==> src/rtl/vga_ctrl_if.sv <==
// Pixel request bus between the VGA timing generator and a picture generator.
// The timing side (master) issues pic_x/pic_y/pic_req and receives pic_data
// one clock later from the registered picture generator (slave).
interface vga_ctrl_if;
    localparam int unsigned CW = 10;
    localparam int unsigned PW = 12;

    logic [CW-1:0] pic_x;
    logic [CW-1:0] pic_y;
    logic          pic_req;
    logic [PW-1:0] pic_data;

    modport master (
        output pic_x,
        output pic_y,
        output pic_req,
        input  pic_data
    );

    modport slave (
        input  pic_x,
        input  pic_y,
        input  pic_req,
        output pic_data
    );
endinterface

==> src/rtl/vga_ctrl.sv <==
// VGA timing generator and pixel consumer.
// Runs the horizontal/vertical counters, decodes hsync/vsync, requests pixel
// coordinates one clock ahead of the active region, and gates the returned
// pic_data onto rgb. All outputs are decodes of the counter registers and rst.
module vga_ctrl #(
    parameter int unsigned H_SYNC  = 96,
    parameter int unsigned H_BACK  = 48,
    parameter int unsigned H_VALID = 640,
    parameter int unsigned H_FRONT = 16,
    parameter int unsigned V_SYNC  = 2,
    parameter int unsigned V_BACK  = 33,
    parameter int unsigned V_VALID = 480,
    parameter int unsigned V_FRONT = 10
) (
    input  logic        vga_clk,
    input  logic        rst,
    vga_ctrl_if.master  pic,
    output logic        hsync,
    output logic        vsync,
    output logic        rgb_valid,
    output logic [11:0] rgb,
    output logic        frame_start,
    output logic [7:0]  frame_cnt
);
    localparam int unsigned CW      = 10;
    localparam int unsigned H_TOTAL = H_SYNC + H_BACK + H_VALID + H_FRONT;
    localparam int unsigned V_TOTAL = V_SYNC + V_BACK + V_VALID + V_FRONT;
    localparam int unsigned HA      = H_SYNC + H_BACK;
    localparam int unsigned VA      = V_SYNC + V_BACK;

    // Counter wrap points
    localparam logic [CW-1:0] H_LAST   = CW'(H_TOTAL - 1);
    localparam logic [CW-1:0] V_LAST   = CW'(V_TOTAL - 1);

    // Sync pulse ends
    localparam logic [CW-1:0] H_SYNC_C = CW'(H_SYNC);
    localparam logic [CW-1:0] V_SYNC_C = CW'(V_SYNC);

    // Active window (rgb side)
    localparam logic [CW-1:0] HA_BEG   = CW'(HA);
    localparam logic [CW-1:0] HA_END   = CW'(HA + H_VALID);
    localparam logic [CW-1:0] VA_BEG   = CW'(VA);
    localparam logic [CW-1:0] VA_END   = CW'(VA + V_VALID);

    // Request window, one clock ahead of the active window on the same line
    localparam logic [CW-1:0] HR_BEG   = CW'(HA - 1);
    localparam logic [CW-1:0] HR_END   = CW'(HA + H_VALID - 1);

    logic [CW-1:0] cnt_h;
    logic [CW-1:0] cnt_v;

    logic h_last;
    logic v_last;
    logic h_act;
    logic h_req;
    logic v_act;

    // Position decodes shared by the counters and the output logic
    always_comb begin
        h_last = 1'b0;
        v_last = 1'b0;
        h_act  = 1'b0;
        h_req  = 1'b0;
        v_act  = 1'b0;

        h_last = (cnt_h == H_LAST);
        v_last = (cnt_v == V_LAST);
        h_act  = (cnt_h >= HA_BEG) && (cnt_h < HA_END);
        h_req  = (cnt_h >= HR_BEG) && (cnt_h < HR_END);
        v_act  = (cnt_v >= VA_BEG) && (cnt_v < VA_END);
    end

    // Horizontal/vertical counters and completed-frame counter
    always_ff @(posedge vga_clk) begin
        if (rst) begin
            cnt_h     <= '0;
            cnt_v     <= '0;
            frame_cnt <= '0;
        end else begin
            if (h_last) begin
                cnt_h <= '0;
            end else begin
                cnt_h <= cnt_h + CW'(1);
            end

            if (h_last) begin
                if (v_last) begin
                    cnt_v <= '0;
                end else begin
                    cnt_v <= cnt_v + CW'(1);
                end
            end

            if (h_last && v_last) begin
                frame_cnt <= frame_cnt + 8'd1;
            end
        end
    end

    // Output decode; reset forces the idle values regardless of counter state
    always_comb begin
        hsync       = 1'b1;
        vsync       = 1'b1;
        rgb_valid   = 1'b0;
        rgb         = 12'h000;
        frame_start = 1'b0;
        pic.pic_req = 1'b0;
        pic.pic_x   = '0;
        pic.pic_y   = '0;

        if (!rst) begin
            hsync       = (cnt_h >= H_SYNC_C);
            vsync       = (cnt_v >= V_SYNC_C);
            rgb_valid   = h_act && v_act;
            frame_start = (cnt_h == '0) && (cnt_v == '0);
            pic.pic_req = h_req && v_act;

            if (h_req && v_act) begin
                pic.pic_x = cnt_h - HR_BEG;
                pic.pic_y = cnt_v - VA_BEG;
            end

            // pic_data answers the previous cycle's request, which lands here
            if (h_act && v_act) begin
                rgb = pic.pic_data;
            end
        end
    end
endmodule

==> src/flat_wrapper.sv <==
// flat-port wrapper written by rule: the top's interface ports become plain ports
module vga_ctrl_flat 
#(
    parameter int unsigned H_SYNC  = 96,
    parameter int unsigned H_BACK  = 48,
    parameter int unsigned H_VALID = 640,
    parameter int unsigned H_FRONT = 16,
    parameter int unsigned V_SYNC  = 2,
    parameter int unsigned V_BACK  = 33,
    parameter int unsigned V_VALID = 480,
    parameter int unsigned V_FRONT = 10
)
  (vga_clk, rst, hsync, vsync, rgb_valid, rgb, frame_start, frame_cnt, pic_pic_x, pic_pic_y, pic_pic_req, pic_pic_data);
  vga_ctrl_if pic_i ();
  input  logic vga_clk;
  input  logic rst;
  output logic hsync;
  output logic vsync;
  output logic rgb_valid;
  output logic [11:0] rgb;
  output logic frame_start;
  output logic [7:0] frame_cnt;
  output wire logic [$bits(pic_i.pic_x)-1:0] pic_pic_x;
  output wire logic [$bits(pic_i.pic_y)-1:0] pic_pic_y;
  output wire logic [$bits(pic_i.pic_req)-1:0] pic_pic_req;
  input wire logic [$bits(pic_i.pic_data)-1:0] pic_pic_data;
  assign pic_pic_x = pic_i.pic_x;
  assign pic_pic_y = pic_i.pic_y;
  assign pic_pic_req = pic_i.pic_req;
  assign pic_i.pic_data = pic_pic_data;
  vga_ctrl #(.H_SYNC(H_SYNC), .H_BACK(H_BACK), .H_VALID(H_VALID), .H_FRONT(H_FRONT), .V_SYNC(V_SYNC), .V_BACK(V_BACK), .V_VALID(V_VALID), .V_FRONT(V_FRONT)) u_core (.vga_clk(vga_clk), .rst(rst), .pic(pic_i), .hsync(hsync), .vsync(vsync), .rgb_valid(rgb_valid), .rgb(rgb), .frame_start(frame_start), .frame_cnt(frame_cnt));
endmodule
==> config.mk <==
export PLATFORM = sky130hd
export DESIGN_NAME = vga_ctrl_flat
export DESIGN_NICKNAME = d
export VERILOG_FILES = /design/src/rtl/vga_ctrl_if.sv /design/src/rtl/vga_ctrl.sv /design/src/flat_wrapper.sv
export SDC_FILE = /design/constraint.sdc
export NUM_CORES = 1
export LEC_CHECK = 0
export ABC_CLOCK_PERIOD_IN_PS = 6700
export CAP_MARGIN = 10
export CORE_ASPECT_RATIO = 0.8
export CORE_MARGIN = 2
export CORE_UTILIZATION = 50
export CTS_CLUSTER_DIAMETER = 200
export DETAILED_ROUTE_END_ITERATION = 8
export PLACE_DENSITY_LB_ADDON = 0.2
export SETUP_SLACK_MARGIN = 0.1
export SYNTH_ARGS = -nofsm -noshare
export SYNTH_HDL_FRONTEND = slang
export SYNTH_SLANG_ARGS = --single-unit
==> constraint.sdc <==
create_clock -name vga_clk -period 6.7 [get_ports vga_clk]
set_input_delay 1.34 -clock vga_clk [delete_from_list [all_inputs] [get_ports vga_clk]]
set_output_delay 1.34 -clock vga_clk [all_outputs]
set_load 0.05 [all_outputs]
==> results of run 1 <==
==> worst max-delay path: cells and delay by family <==
kind            cells  cell delay, ps
simple gates        2             820
compound gates      1             160
buf+inv             3            1430
==> state kept, by name (all words and copies together) (netlist names) <==
name and cells:
u_core.cnt_h 10, u_core.cnt_v 10, u_core.frame_cnt 8
==> power by group <==
part	switching [mW]	total (mW)	internal [mW]
registers	0.00206	0.170	0.168
clock network	0.0528	0.105	0.0526
logic	0.0124	0.0245	0.0121
total	0.0673	0.300	0.233
==> worst paths after layout <==
path	startpoint	to	slack, ps	cells past startpoint
worst min-delay path	u_core.frame_cnt[7]	u_core.frame_cnt[7]	490	2
worst max register to register	u_core.cnt_h[0]	u_core.cnt_v[6]	4300	5
worst min register to register	u_core.frame_cnt[7]	u_core.frame_cnt[7]	490	2
worst max-delay path	rst	pic_pic_x[7]	1610	6
==> final cells by class <==
type / count / area, sq um
flip-flops and latches: 28 / 561
fillers: 334 / 1230
repair buffers: 59 / 588
well taps: 55 / 68.8
inverters: 9 / 33.8
clock buffers: 4 / 55.1
multi-input cells: 199 / 1240
==> synth_stat cells, drive strengths merged (2+ instances only) <==
cell type | number | area, sq um
a211oi | 3 | 22.5
a21o | 2 | 15.0
a21oi | 19 | 95.1
and2 | 13 | 81.3
and3 | 3 | 18.8
and4 | 3 | 26.3
buf | 5 | 36.3
clkbuf | 23 | 86.3
dfxtp | 28 | 561
ha | 6 | 75.1
inv | 9 | 33.8
nand2 | 13 | 48.8
nand3 | 12 | 60.1
nand4 | 9 | 56.3
nor2 | 19 | 71.3
nor3 | 24 | 120
nor4 | 7 | 43.8
o21ai | 6 | 30.0
o31ai | 9 | 67.6
o41ai | 2 | 17.5
or3 | 7 | 43.8
or4 | 13 | 101
xnor2 | 14 | 123
xor2 | 7 | 61.3
==> metrics by stage <==
| step | std cells | setup WS, ps |
|---|---|---|
| global route | 354 | 1430 |
| global placement | 350 | 1640 |
| CTS | 354 | 1620 |
| finish | 354 | 1610 |
| floorplan | 264 | 2060 |
| detailed placement | 350 | 1620 |
==> metal layers <==
layer	wire [um]	global-route usage
met1	2360	0.329
met3	324	0.0405
met4	63	0.0649
met2	2130	0.338
met5	0	0
==> cell families (layout without fill, tap and decap cells) <==
| group | Yosys count | count (layout) |
|---|---|---|
| compound gates | 46 | 46 |
| xor+xnor | 21 | 21 |
| fa+ha+maj | 6 | 6 |
| buf+inv | 37 | 72 |
| flops | 28 | 28 |
| simple gates | 126 | 126 |
==> metrics.yaml, run 1 <==
pwr:
  peakVddDrop_mv: 0.0993
  powerDensity_nw_per_um2: 118
  power.leakage_nw: 0.849
  p_total_mw: 0.300
synth:
  yosys_warnings: 0
  yosys.area_share.adder: 0.0383
  syn-num-nets: 284
  syn_avg_cell_area_sq_um: 7.43
  synth_compound_area_frac: 0.150
  synth_mux_area_frac: 0
  synthesis.area_sq_um: 1960
  synth_xor_area_frac: 0.0938
  synthSimpleGateAreaFrac: 0.353
  synth_edf_count: 0
  synthFlopType: "dfxtp_1"
  synthArstFlopShare: 0
  ys_types: 35
  synth_top_family_by_area: "simple AND/OR/NAND/NOR gates"
  synthCells: 264
  ys_seq_area_frac: 0.286
  synth-seq-cells: 28
floorplanning:
  fp.dieArea_sq_um: 4440
  die_w_um: 74.0
  rows: 20
  start_util: 0.519
  die_h_um: 60.0
  io_pins: 59
  core_area_sq_um: 3780
grt:
  overflow: 0
  grt_pass1_wl_um: 7850
  grt_pass1_vias: 1691
  grt_max_degree: 22
  grtUsageTotal: 0.225
  antenna_found_initial: 0
sta:
  worst_clock_skew_ps: 8.17
  period_minus_slack_ps: 5090
  setup_violations: 0
  fmax_mhz: 196
  hold_ws_ps: 489
  fin_crit_sh: 0.760
  drv_slew: 0
  hold_viol_final: 0
  worst_pin_slew_ps: 764
  slew_headroom: 0.487
  fin_setup_tns_ps: 0
  rsz0062_at_grt: "no"
detailed_routing:
  drt-total-wl_um: 4880
  viasPerCell: 5.69
  drt_iter0_drc: 213
  vias: 2013
  wl_per_cell_um: 13.8
  ant_nets: 0
  firstDrtPassIters: 4
  drc: 0
clock_network:
  cts_max_path_buffers: 2
  clkLatencyLatePin_ps: 280
  h-tree-depth: 1
  root_buffer: "clkbuf_8"
  cts-resized-gates: 0
  hold_buffers: 0
  clock-sinks: 28
  cts_tree: "built"
  clkTransAtPathRegs_ps: 90
  cts_setup_buffers: 0
  cts_buffers: 3
placed_design:
  place_congestion: 0.906
  place_area_sq_um: 2500
  place_hpwl_um: 3460
  portBuffers: 58
cells_and_area:
  layout_commonest_cell: "clkdlybuf4s50_1"
  layout.nets: 320
  drive_gt1_frac: 0.0201
  fin_util: 0.675
  num_antenna_cells: 0
  layout_common_cells: "clkdlybuf4s50_1, dfxtp_1, nor3_1"
  area_growth_pct: 30.0
  stdcell_area_sq_um: 2550
setup_path:
  cp_common_cell: "clkdlybuf4s50_1"
  cp_slowest_cell: "clkdlybuf4s50_1"
  cp_cell_sequence: "clkdlybuf4s50_1, buf_4, a21oi_1, nand2_1, nor4_1, clkdlybuf4s50_1"
  crit_arrival_ps: 3750
  startpoint_type: "input pin"
  criticalPathCategory: "input pin to output pin"
  crit_path_max_incr_delay_ps: 850
  cp.required_ps: 5360
  end_kind: "output pin"
  crit_fanout: 21
job:
  maxCapViolCount: 0
status:
  status: "finished clean"
worst_hold_path:
  hp-class: "flop to flop"
No activity file was read; power rests on OpenSTA's default activity.
==> run 2, diff against run 1 <==
- ABC_CLOCK_PERIOD_IN_PS: 6700 -> 4750
- CORE_UTILIZATION: 50 -> 47
- clock period: 6.7 -> 4.75 ns (I/O delays scaled with it)
==> metrics.yaml, run 2 (synthesis gave the netlist of run 1 again) <==
sta:
  fin_crit_sh: 0.875
  fin_setup_tns_ps: 0
  hold_ws_ps: 490
  slew_headroom: 0.508
  drv_slew: 0
  period_minus_slack_ps: 4160
  worst_clock_skew_ps: 6.72
  fmax_mhz: 241
  setup_violations: 0
  worst_pin_slew_ps: 733
  hold_viol_final: 0
  rsz0062_at_grt: "no"
detailed_routing:
  wl_per_cell_um: 14.2
  firstDrtPassIters: 4
  ant_nets: 0
  vias: 1998
  drt-total-wl_um: 5050
  viasPerCell: 5.63
  drt_iter0_drc: 131
  drc: 0
setup_path:
  timing.rr.start: "u_core.cnt_h[0]"
  criticalPathCategory: "input pin to output pin"
  cp.required_ps: 3800
  r2r_slack_ps: 2350
  end_kind: "output pin"
  startpoint_type: "input pin"
  crit_arrival_ps: 3210
  reg2reg_to: "u_core.frame_cnt[3]"
  rr_worst_depth: 5
  crit_fanout: 13
floorplanning:
  start_util: 0.503
  die_w_um: 76.2
  die_h_um: 61.8
  core_area_sq_um: 3900
  rows: 20
  fp.dieArea_sq_um: 4710
  io_pins: 59
cells_and_area:
  num_antenna_cells: 0
  reg.largest.list: "u_core.cnt_h (10), u_core.cnt_v (10), u_core.frame_cnt (8)"
  layout_commonest_cell: "clkdlybuf4s50_1"
  instances_no_fill: 355
  layout_common_cells: "clkdlybuf4s50_1, dfxtp_1, nor3_1"
  fillCellCount: 379
  area_growth_pct: 28.8
  drive_gt1_frac: 0.0867
  layout.nets: 321
placed_design:
  placed_cells: 351
  place_hpwl_um: 3710
  place_congestion: 0.896
  portBuffers: 58
pwr:
  peakVddDrop_mv: 0.211
  p_total_mw: 0.468
  powerDensity_nw_per_um2: 185
  power.leakage_nw: 0.899
clock_network:
  cts_setup_buffers: 0
  cts_max_path_buffers: 2
  clkLatencyLatePin_ps: 280
  cts_buffers: 3
  cts_tree: "built"
  root_buffer: "clkbuf_8"
  h-tree-depth: 1
  clkTransAtPathRegs_ps: 100
  cts-resized-gates: 0
  hold_buffers: 0
  clock-sinks: 28
grt:
  grt_pass1_vias: 1752
  antenna_found_initial: 0
  grtUsageTotal: 0.207
  overflow: 0
  grt_pass1_wl_um: 8020
  grt_max_degree: 22
worst_hold_path:
  hp-start: "u_core.frame_cnt[7]"
  holdPathEnd: "u_core.frame_cnt[7]"
  hp-class: "flop to flop"
  whs_path_depth: 2
job:
  maxCapViolCount: 0
status:
  status: "finished clean"
## run 2: changes by cell type in the layout (fill, tap and decap cells not counted)
cell,before,now
clkbuf_8,4,3
bufinv_16,0,1
buf_4,1,21
clkdlybuf4s50_1,58,39
## run 2: per-stage QoR
step / area (sq um) / setup slack [ps] / util
3_5_place_dp: 2460 / 578 / 0.629
5_1_grt: 2530 / 380 / 0.647
3_3_place_gp: 2460 / 609 / 0.629
2_1_floorplan: 1960 / 791 / -
4_1_cts: 2530 / 571 / 0.647
6_report: 2530 / 595 / 0.647
## run 2: worst max path at each step
stage	from	to	slack (ps)	cells after the start
after floorplan	u_core.cnt_h[6]	pic_pic_x[7]	790	5
after global placement	rst	rgb[5]	610	5
after detailed placement	rst	rgb[9]	580	5
after CTS	rst	rgb[9]	570	5
after global routing	u_core.cnt_v[1]	rgb[9]	380	6
final	rst	rgb[9]	590	5
## run 2: routing by layer
layer  vias to the layer above  wire (um)  global-route usage
li1                       1027          -                   -
met1                       910       2490               0.265
met2                        57       2220               0.362
met3                         4        292              0.0520
met4                         0         42              0.0519
met5                         -          0                   0
## run 2: final cells by class
class / count / area, sq um / area share
clock buffer: 3 / 41.3 / 0.0163
sequential: 28 / 561 / 0.222
inverter: 9 / 33.8 / 0.0134
tap: 55 / 68.8 / 0.0272
multi-input combinational: 199 / 1240 / 0.493
timing repair buffer: 60 / 548 / 0.217
clock inverter: 1 / 30.0 / 0.0119
## run 2: critical path, stage by stage
cell	delay, ps
clkdlybuf4s50_1	620
a21oi_1	260
and3_1	380
and2_1	180
clkdlybuf4s50_1	810
## run 2: power breakdown
group          internal, mW  switching [mW]
combinational        0.0171          0.0177
clock                 0.113          0.0800
sequential            0.237         0.00295
total                 0.367           0.101
==> run 3, diff against run 2 <==
- CAP_MARGIN: 10 -> unset
- SLEW_MARGIN: unset -> 20
==> results of run 3 <==
No change in the layout: final DEF, timing and power equal those of run 2.
